===== src/rtl/frog_mover_if.sv =====
// D-pad, game state and frog outputs between frog_mover and its neighbours.
// The master side drives the buttons and game state; frog_mover takes the slave side.
interface frog_mover_if #(
  parameter int X_W = 4,
  parameter int Y_W = 4
);
  logic [3:0]     dpad_input;
  logic [1:0]     state;
  logic [X_W-1:0] frog_x;
  logic [Y_W-1:0] frog_y;
  logic           hop;
  logic           reached_end;

  modport master (
    output dpad_input, state,
    input  frog_x, frog_y, hop, reached_end
  );

  modport slave (
    input  dpad_input, state,
    output frog_x, frog_y, hop, reached_end
  );
endinterface


===== src/rtl/frog_mover.sv =====
// Frog movement: d-pad sync + debounce, one hop per press with cooldown,
// grid bounds, respawn on entry to PLAYING and the registered reached_end level.
module frog_mover #(
  parameter int GRID_COLS       = 16,
  parameter int GRID_ROWS       = 12,
  parameter int START_X         = 7,
  parameter int START_Y         = 11,
  parameter int DEBOUNCE_CYCLES = 120000,
  parameter int HOP_COOLDOWN    = 1200000
) (
  input logic       clk,
  input logic       reset,
  frog_mover_if.slave bus
);

  localparam int X_W  = $clog2(GRID_COLS);
  localparam int Y_W  = $clog2(GRID_ROWS);
  localparam int DB_W = (DEBOUNCE_CYCLES > 1) ? $clog2(DEBOUNCE_CYCLES) : 1;
  localparam int CD_W = (HOP_COOLDOWN > 1) ? $clog2(HOP_COOLDOWN) : 1;

  localparam logic [DB_W-1:0] DB_MAX  = DB_W'(DEBOUNCE_CYCLES - 1);
  localparam logic [CD_W-1:0] CD_INIT = CD_W'(HOP_COOLDOWN - 1);
  localparam logic [X_W-1:0]  X_MAX   = X_W'(GRID_COLS - 1);
  localparam logic [Y_W-1:0]  Y_MAX   = Y_W'(GRID_ROWS - 1);
  localparam logic [X_W-1:0]  X_START = X_W'(START_X);
  localparam logic [Y_W-1:0]  Y_START = Y_W'(START_Y);

  typedef enum logic [1:0] {
    ST_MENU    = 2'd0,
    ST_PLAYING = 2'd1,
    ST_DEAD    = 2'd2,
    ST_WIN     = 2'd3
  } game_t;

  typedef enum logic [1:0] {
    ARMED,
    COOLDOWN,
    RELEASE
  } fsm_t;

  // ---------------------------------------------------------------- input conditioning
  logic [3:0]      sync1, sync2, cand, clean;
  logic [DB_W-1:0] db_cnt;

  // NOTE: clocked state uses non-blocking (<=) so every flop samples pre-edge values.
  always_ff @(posedge clk) begin
    if (reset) begin
      sync1  <= '0;
      sync2  <= '0;
      cand   <= '0;
      clean  <= '0;
      db_cnt <= '0;
    end else begin
      sync1 <= bus.dpad_input;
      sync2 <= sync1;
      if (sync2 != cand) begin
        cand   <= sync2;
        db_cnt <= '0;
      end else if (db_cnt != DB_MAX) begin
        db_cnt <= db_cnt + 1'b1;
      end else begin
        clean <= cand;
      end
    end
  end

  // ---------------------------------------------------------------- movement FSM
  fsm_t            fsm_q, fsm_d;
  logic [CD_W-1:0] cd_q, cd_d;
  logic [X_W-1:0]  x_q, x_d;
  logic [Y_W-1:0]  y_q, y_d;
  logic            hop_q, hop_d;
  logic            end_q;
  game_t           prev_q;
  logic            playing, respawn;

  assign playing = (bus.state == ST_PLAYING);
  // Entering PLAYING re-spawns the frog and swallows the press that left the menu.
  assign respawn = playing && (prev_q != ST_PLAYING);

  always_ff @(posedge clk) begin
    if (reset) begin
      fsm_q  <= ARMED;
      cd_q   <= '0;
      x_q    <= X_START;
      y_q    <= Y_START;
      hop_q  <= 1'b0;
      end_q  <= 1'b0;
      prev_q <= ST_MENU;
    end else begin
      fsm_q  <= fsm_d;
      cd_q   <= cd_d;
      x_q    <= x_d;
      y_q    <= y_d;
      hop_q  <= hop_d;
      end_q  <= (y_q == '0) && playing && !respawn;
      prev_q <= game_t'(bus.state);
    end
  end

  // NOTE: every combinational output gets a default first, so no path can infer a latch.
  always_comb begin
    fsm_d = fsm_q;
    cd_d  = cd_q;
    x_d   = x_q;
    y_d   = y_q;
    hop_d = 1'b0;

    if (respawn) begin
      x_d   = X_START;
      y_d   = Y_START;
      fsm_d = RELEASE;
    end else begin
      unique case (fsm_q)
        ARMED: begin
          if (clean != 4'd0) begin
            if (playing) begin
              // Fixed priority up > down > left > right; a blocked move still costs a cooldown.
              if (clean[0]) begin
                if (y_q != '0) begin
                  y_d   = y_q - 1'b1;
                  hop_d = 1'b1;
                end
              end else if (clean[1]) begin
                if (y_q != Y_MAX) begin
                  y_d   = y_q + 1'b1;
                  hop_d = 1'b1;
                end
              end else if (clean[2]) begin
                if (x_q != '0) begin
                  x_d   = x_q - 1'b1;
                  hop_d = 1'b1;
                end
              end else begin
                if (x_q != X_MAX) begin
                  x_d   = x_q + 1'b1;
                  hop_d = 1'b1;
                end
              end
              fsm_d = COOLDOWN;
              cd_d  = CD_INIT;
            end else begin
              fsm_d = RELEASE;
            end
          end
        end
        COOLDOWN: begin
          if (cd_q == '0) fsm_d = RELEASE;
          else            cd_d  = cd_q - 1'b1;
        end
        RELEASE: begin
          if (clean == 4'd0) fsm_d = ARMED;
        end
        default: fsm_d = ARMED;
      endcase
    end
  end

  assign bus.frog_x      = x_q;
  assign bus.frog_y      = y_q;
  assign bus.hop         = hop_q;
  assign bus.reached_end = end_q;

endmodule

===== src/flat_wrapper.sv =====
// flat-port wrapper written by rule: the top's interface ports become plain ports
module frog_mover_flat 
#(
  parameter int GRID_COLS       = 16,
  parameter int GRID_ROWS       = 12,
  parameter int START_X         = 7,
  parameter int START_Y         = 11,
  parameter int DEBOUNCE_CYCLES = 120000,
  parameter int HOP_COOLDOWN    = 1200000
)
  (clk, reset, bus_dpad_input, bus_state, bus_frog_x, bus_frog_y, bus_hop, bus_reached_end);
  frog_mover_if bus_i ();
  input logic clk;
  input logic reset;
  input wire logic [$bits(bus_i.dpad_input)-1:0] bus_dpad_input;
  input wire logic [$bits(bus_i.state)-1:0] bus_state;
  output wire logic [$bits(bus_i.frog_x)-1:0] bus_frog_x;
  output wire logic [$bits(bus_i.frog_y)-1:0] bus_frog_y;
  output wire logic [$bits(bus_i.hop)-1:0] bus_hop;
  output wire logic [$bits(bus_i.reached_end)-1:0] bus_reached_end;
  assign bus_i.dpad_input = bus_dpad_input;
  assign bus_i.state = bus_state;
  assign bus_frog_x = bus_i.frog_x;
  assign bus_frog_y = bus_i.frog_y;
  assign bus_hop = bus_i.hop;
  assign bus_reached_end = bus_i.reached_end;
  frog_mover #(.GRID_COLS(GRID_COLS), .GRID_ROWS(GRID_ROWS), .START_X(START_X), .START_Y(START_Y), .DEBOUNCE_CYCLES(DEBOUNCE_CYCLES), .HOP_COOLDOWN(HOP_COOLDOWN)) u_core (.clk(clk), .reset(reset), .bus(bus_i));
endmodule

===== config.mk =====
export PLATFORM = sky130hd
export DESIGN_NAME = frog_mover_flat
export DESIGN_NICKNAME = d
export VERILOG_FILES = /design/src/rtl/frog_mover_if.sv /design/src/rtl/frog_mover.sv /design/src/flat_wrapper.sv
export SDC_FILE = /design/constraint.sdc
export NUM_CORES = 1
export LEC_CHECK = 0
export BUFFER_PORTS_ARGS = -buffer_cell sky130_fd_sc_hd__buf_4
export CAP_MARGIN = 20
export CORE_UTILIZATION = 55
export CTS_CLUSTER_SIZE = 10
export DETAILED_ROUTE_END_ITERATION = 10
export PLACE_DENSITY = 0.84
export SYNTH_ARGS = -nofsm -noshare
export SYNTH_HDL_FRONTEND = slang
export SYNTH_SLANG_ARGS = --single-unit

===== constraint.sdc =====
create_clock -name clk -period 3.93 [get_ports clk]
set_input_delay 0.5895 -clock clk [delete_from_list [all_inputs] [get_ports clk]]
set_output_delay 0.5895 -clock clk [all_outputs]
set_load 0.02 [all_outputs]

==> impl_metrics.env <==
export IMPL_p_seq_share_pct=54.1
export IMPL_seq_area_frac_synth_pct=41.2
export IMPL_post_route_cells_drive_above_1_share_pct=11.5
export IMPL_worstReg2RegEnd="u_core.cd_q[1]$_SDFFE_PP0P_"
export IMPL_total_switching_power_mw=0.291
export IMPL_cts_root_buf="clkbuf_8"
export IMPL_ranking_of_synthesized_cells_by_area="dfxtp_1, xnor2_1, nor2_1"
export IMPL_antenna_found_initial=0
export IMPL_ys_async_sr_fraction_pct=0
export IMPL_synth_edff_count=0
export IMPL_timing_critical_path_fanout_max=12
export IMPL_postCtsSetupBuffers=0
export IMPL_grt_pass1_wl_mm=11.0
export IMPL_vias_per_cell=5.91
export IMPL_timing_final_max_slew_violations=0
export IMPL_cts_hold_repair_buffers=0
export IMPL_synthCells=370
export IMPL_cp_data_arrival_time_ps=2930
export IMPL_std_cell_rows=27
export IMPL_rsz0062_at_grt="false"
export IMPL_cts_tree="built"
export IMPL_detail_route_iter0_violations=202
export IMPL_buffer_ports_inserted=17
export IMPL_relSlewSlack_pct=40.7
export IMPL_switching_share_pct=22.5
export IMPL_setup_worst_path_start="u_core.cd_q[1]$_SDFFE_PP0P_"
export IMPL_nNetsFinal=402
export IMPL_antenna_diode_count=0
export IMPL_tightestPinTransition_ps=881
export IMPL_synth_area_per_cell_um2=8.93
export IMPL_initial_core_util_pct=58.5
export IMPL_dieHeight_um=79.5
export IMPL_cts_repair_resized=0
export IMPL_setup_violations_final=0
export IMPL_synth_largest_type_area_fraction_pct=41.2
export IMPL_core_region_area_um2=5640
export IMPL_area_growth_synth_to_final_pct=10.3
export IMPL_critical_path_class="reg -> reg"
export IMPL_clock_skew_ps=11.9
export IMPL_crit_end="u_core.cd_q[1]$_SDFFE_PP0P_"
export IMPL_detail_route_antenna_nets=0
export IMPL_cts_clk_slew_worst_paths_ps=70
export IMPL_netlist_area_um2=3300
export IMPL_top_level_ports=18
export IMPL_cp_required_ps=4190
export IMPL_drv_max_cap_violation_count=0
export IMPL_drcViolationCount=0
export IMPL_wl_per_cell_um=13.8
export IMPL_setup_total_negative_slack_ps=0
export IMPL_yosys_top_cells_count="dfxtp_1, nor2_1, nand2_1, or3_1"
export IMPL_place_congestion=0.856
export IMPL_dieWidth_um=79.5
export IMPL_p_int_mw=1.01
export IMPL_dp_hpwl_mm=4.45
export IMPL_worstHoldPathType="reg -> reg"
export IMPL_final_wirelength_mm=6.35
export IMPL_achievable_frequency_mhz=375
export IMPL_worst_ir_drop_vdd_uv=262
export IMPL_globalRoute_totalOverflow=0
export IMPL_yosysMostFrequentCell="dfxtp_1"
export IMPL_tritoncts_num_buffers=9
export IMPL_period_minus_slack_ps=2660
export IMPL_synth_area_leader_cell="dfxtp_1"
export IMPL_power_density_nw_per_um2=356
export IMPL_yosysWarnings=0
export IMPL_end_kind="register"
export IMPL_first_global_vias=2552
export IMPL_critical_path_startpoint_type="register"
export IMPL_share_comb_of_total_power_pct=3.2
export IMPL_regToRegSetupSlack_ps=1270
export IMPL_worst_skew_pair_late_latency_ps=350
export IMPL_post_synth_num_cell_types=50
export IMPL_yosys_register_bits=68
export IMPL_total_leakage_power_nw=1.35
export IMPL_rr_worst_depth=7
export IMPL_vias=2729
export IMPL_synth_top_flop_cell="dfxtp_1"
export IMPL_holdPathStages=1
export IMPL_launch_instance_of_the_worst_register_to_register_path="u_core.cd_q[1]$_SDFFE_PP0P_"
export IMPL_number_of_iterations_in_the_first_detailed_routing_pass=6
export IMPL_status="complete, no violations"
export IMPL_postSynthNetCount=387
export IMPL_cts_path_max_buffers=2
export IMPL_p_clk_share_pct=42.7
export IMPL_grt_total_usage_pct=22.2
export IMPL_fp_dieArea_um2=6320
export IMPL_timing_final_hold_violations=0
export IMPL_cts_sinks=68
export IMPL_post_layout_total_power_mw=1.30
export IMPL_htree_num_levels=3
export IMPL_largest_net_degree_at_the_start_of_global_routing=40
export IMPL_layout_worst_path_cycle_share_pct=67.8
==> worst max-delay path, stage by stage, from the launching register on <==
cell and delay [ps]:
dfxtp_1 320, inv_1 110, ha_1 160, or4b_2 580, or3_4 390, o211ai_1 610, nor2_1 140, a221oi_2 280
==> cells in the final DEF, fill, tap and decap left out, types with 11 or more instances in the layout <==
master / instances
a21oi_1: 11
nand2_1: 19
nor3_1: 15
nor2b_1: 15
o21ai_0: 14
dfxtp_1: 68
or4_1: 14
or3_1: 19
buf_4: 17
xnor2_1: 15
nor2_1: 34
inv_1: 13
==> state kept, by name, summed over array words and instances (netlist names) <==
| register | cells |
|---|---|
| u_core.cd_q | 21 |
| u_core.db_cnt | 17 |
| u_core.bus.frog_x | 4 |
| u_core.bus.frog_y | 4 |
| u_core.cand | 4 |
| u_core.clean | 4 |
| u_core.sync1 | 4 |
| u_core.sync2 | 4 |
| u_core.fsm_q | 2 |
| u_core.prev_q | 2 |
| u_core.bus.hop | 1 |
| u_core.bus.reached_end | 1 |
==> metal layers <==
metal / GRT usage (%) / vias to the layer above / wire [µm]
met5: 0 / - / 0
met2: 35.9 / 58 / 2880
li1: - / 1383 / -
met3: 3.43 / 17 / 241
met4: 13.3 / 0 / 158
met1: 27.7 / 1271 / 3070
==> metrics by stage <==
stage	cell area (µm²)	instances	util [%]	worst slack [ps]	hold slack [ps]
detailed placement	3450	446	61.2	1270	427
floorplan	3300	370	-	1690	414
global placement	3450	446	61.2	1350	425
global route	3640	462	64.6	1090	451
finish	3640	462	64.6	1270	440
CTS	3640	462	64.6	1250	444
==> area by class of cell <==
type / instances / area, µm²
Fill cell: 445 / 2000
Multi-Input combinational cell: 276 / 1820
Sequential cell: 68 / 1360
Clock buffer: 10 / 128
Timing Repair Buffer: 17 / 128
Tap cell: 72 / 90.1
Clock inverter: 6 / 65.1
Inverter: 13 / 48.8
==> power groups by stage <==
stage | registers, mW | clock network, mW | logic [mW]
2_1_floorplan | 0.716 | 0 | 0.0298
6_report | 0.701 | 0.554 | 0.0415
4_1_cts | 0.701 | 0.563 | 0.0417
5_1_grt | 0.702 | 0.591 | 0.0459
3_3_place_gp | 0.717 | 0 | 0.0400
3_5_place_dp | 0.717 | 0 | 0.0414
==> cells by family after synthesis <==
| family | synth area share (%) |
|---|---|
| AOI/OAI and AO/OA | 13.2 |
| xor gates and xnor gates | 6.36 |
| adders and majority gates | 3.86 |
| buffers and inverters | 3.60 |
| DFF | 41.2 |
| muxes | 2.42 |
| and+or+nand+nor | 29.4 |
==> how the worst min path moves through the flow <==
| stage | start | endpoint | slack [ps] |
|---|---|---|---|
| after detailed placement | u_core.sync1[2]$_SDFF_PP0_ | u_core.sync2[2]$_SDFF_PP0_ | 430 |
| after global routing | bus_dpad_input[3] | u_core.sync1[3]$_SDFF_PP0_ | 450 |
| after global placement | u_core.sync1[3]$_SDFF_PP0_ | u_core.sync2[3]$_SDFF_PP0_ | 430 |
| after CTS | u_core.sync1[2]$_SDFF_PP0_ | u_core.sync2[2]$_SDFF_PP0_ | 440 |
| after floorplan | u_core.sync1[0]$_SDFF_PP0_ | u_core.sync2[0]$_SDFF_PP0_ | 410 |
| final | u_core.sync1[3]$_SDFF_PP0_ | u_core.sync2[3]$_SDFF_PP0_ | 440 |
Note: power is estimated with default switching activity, not from simulation.
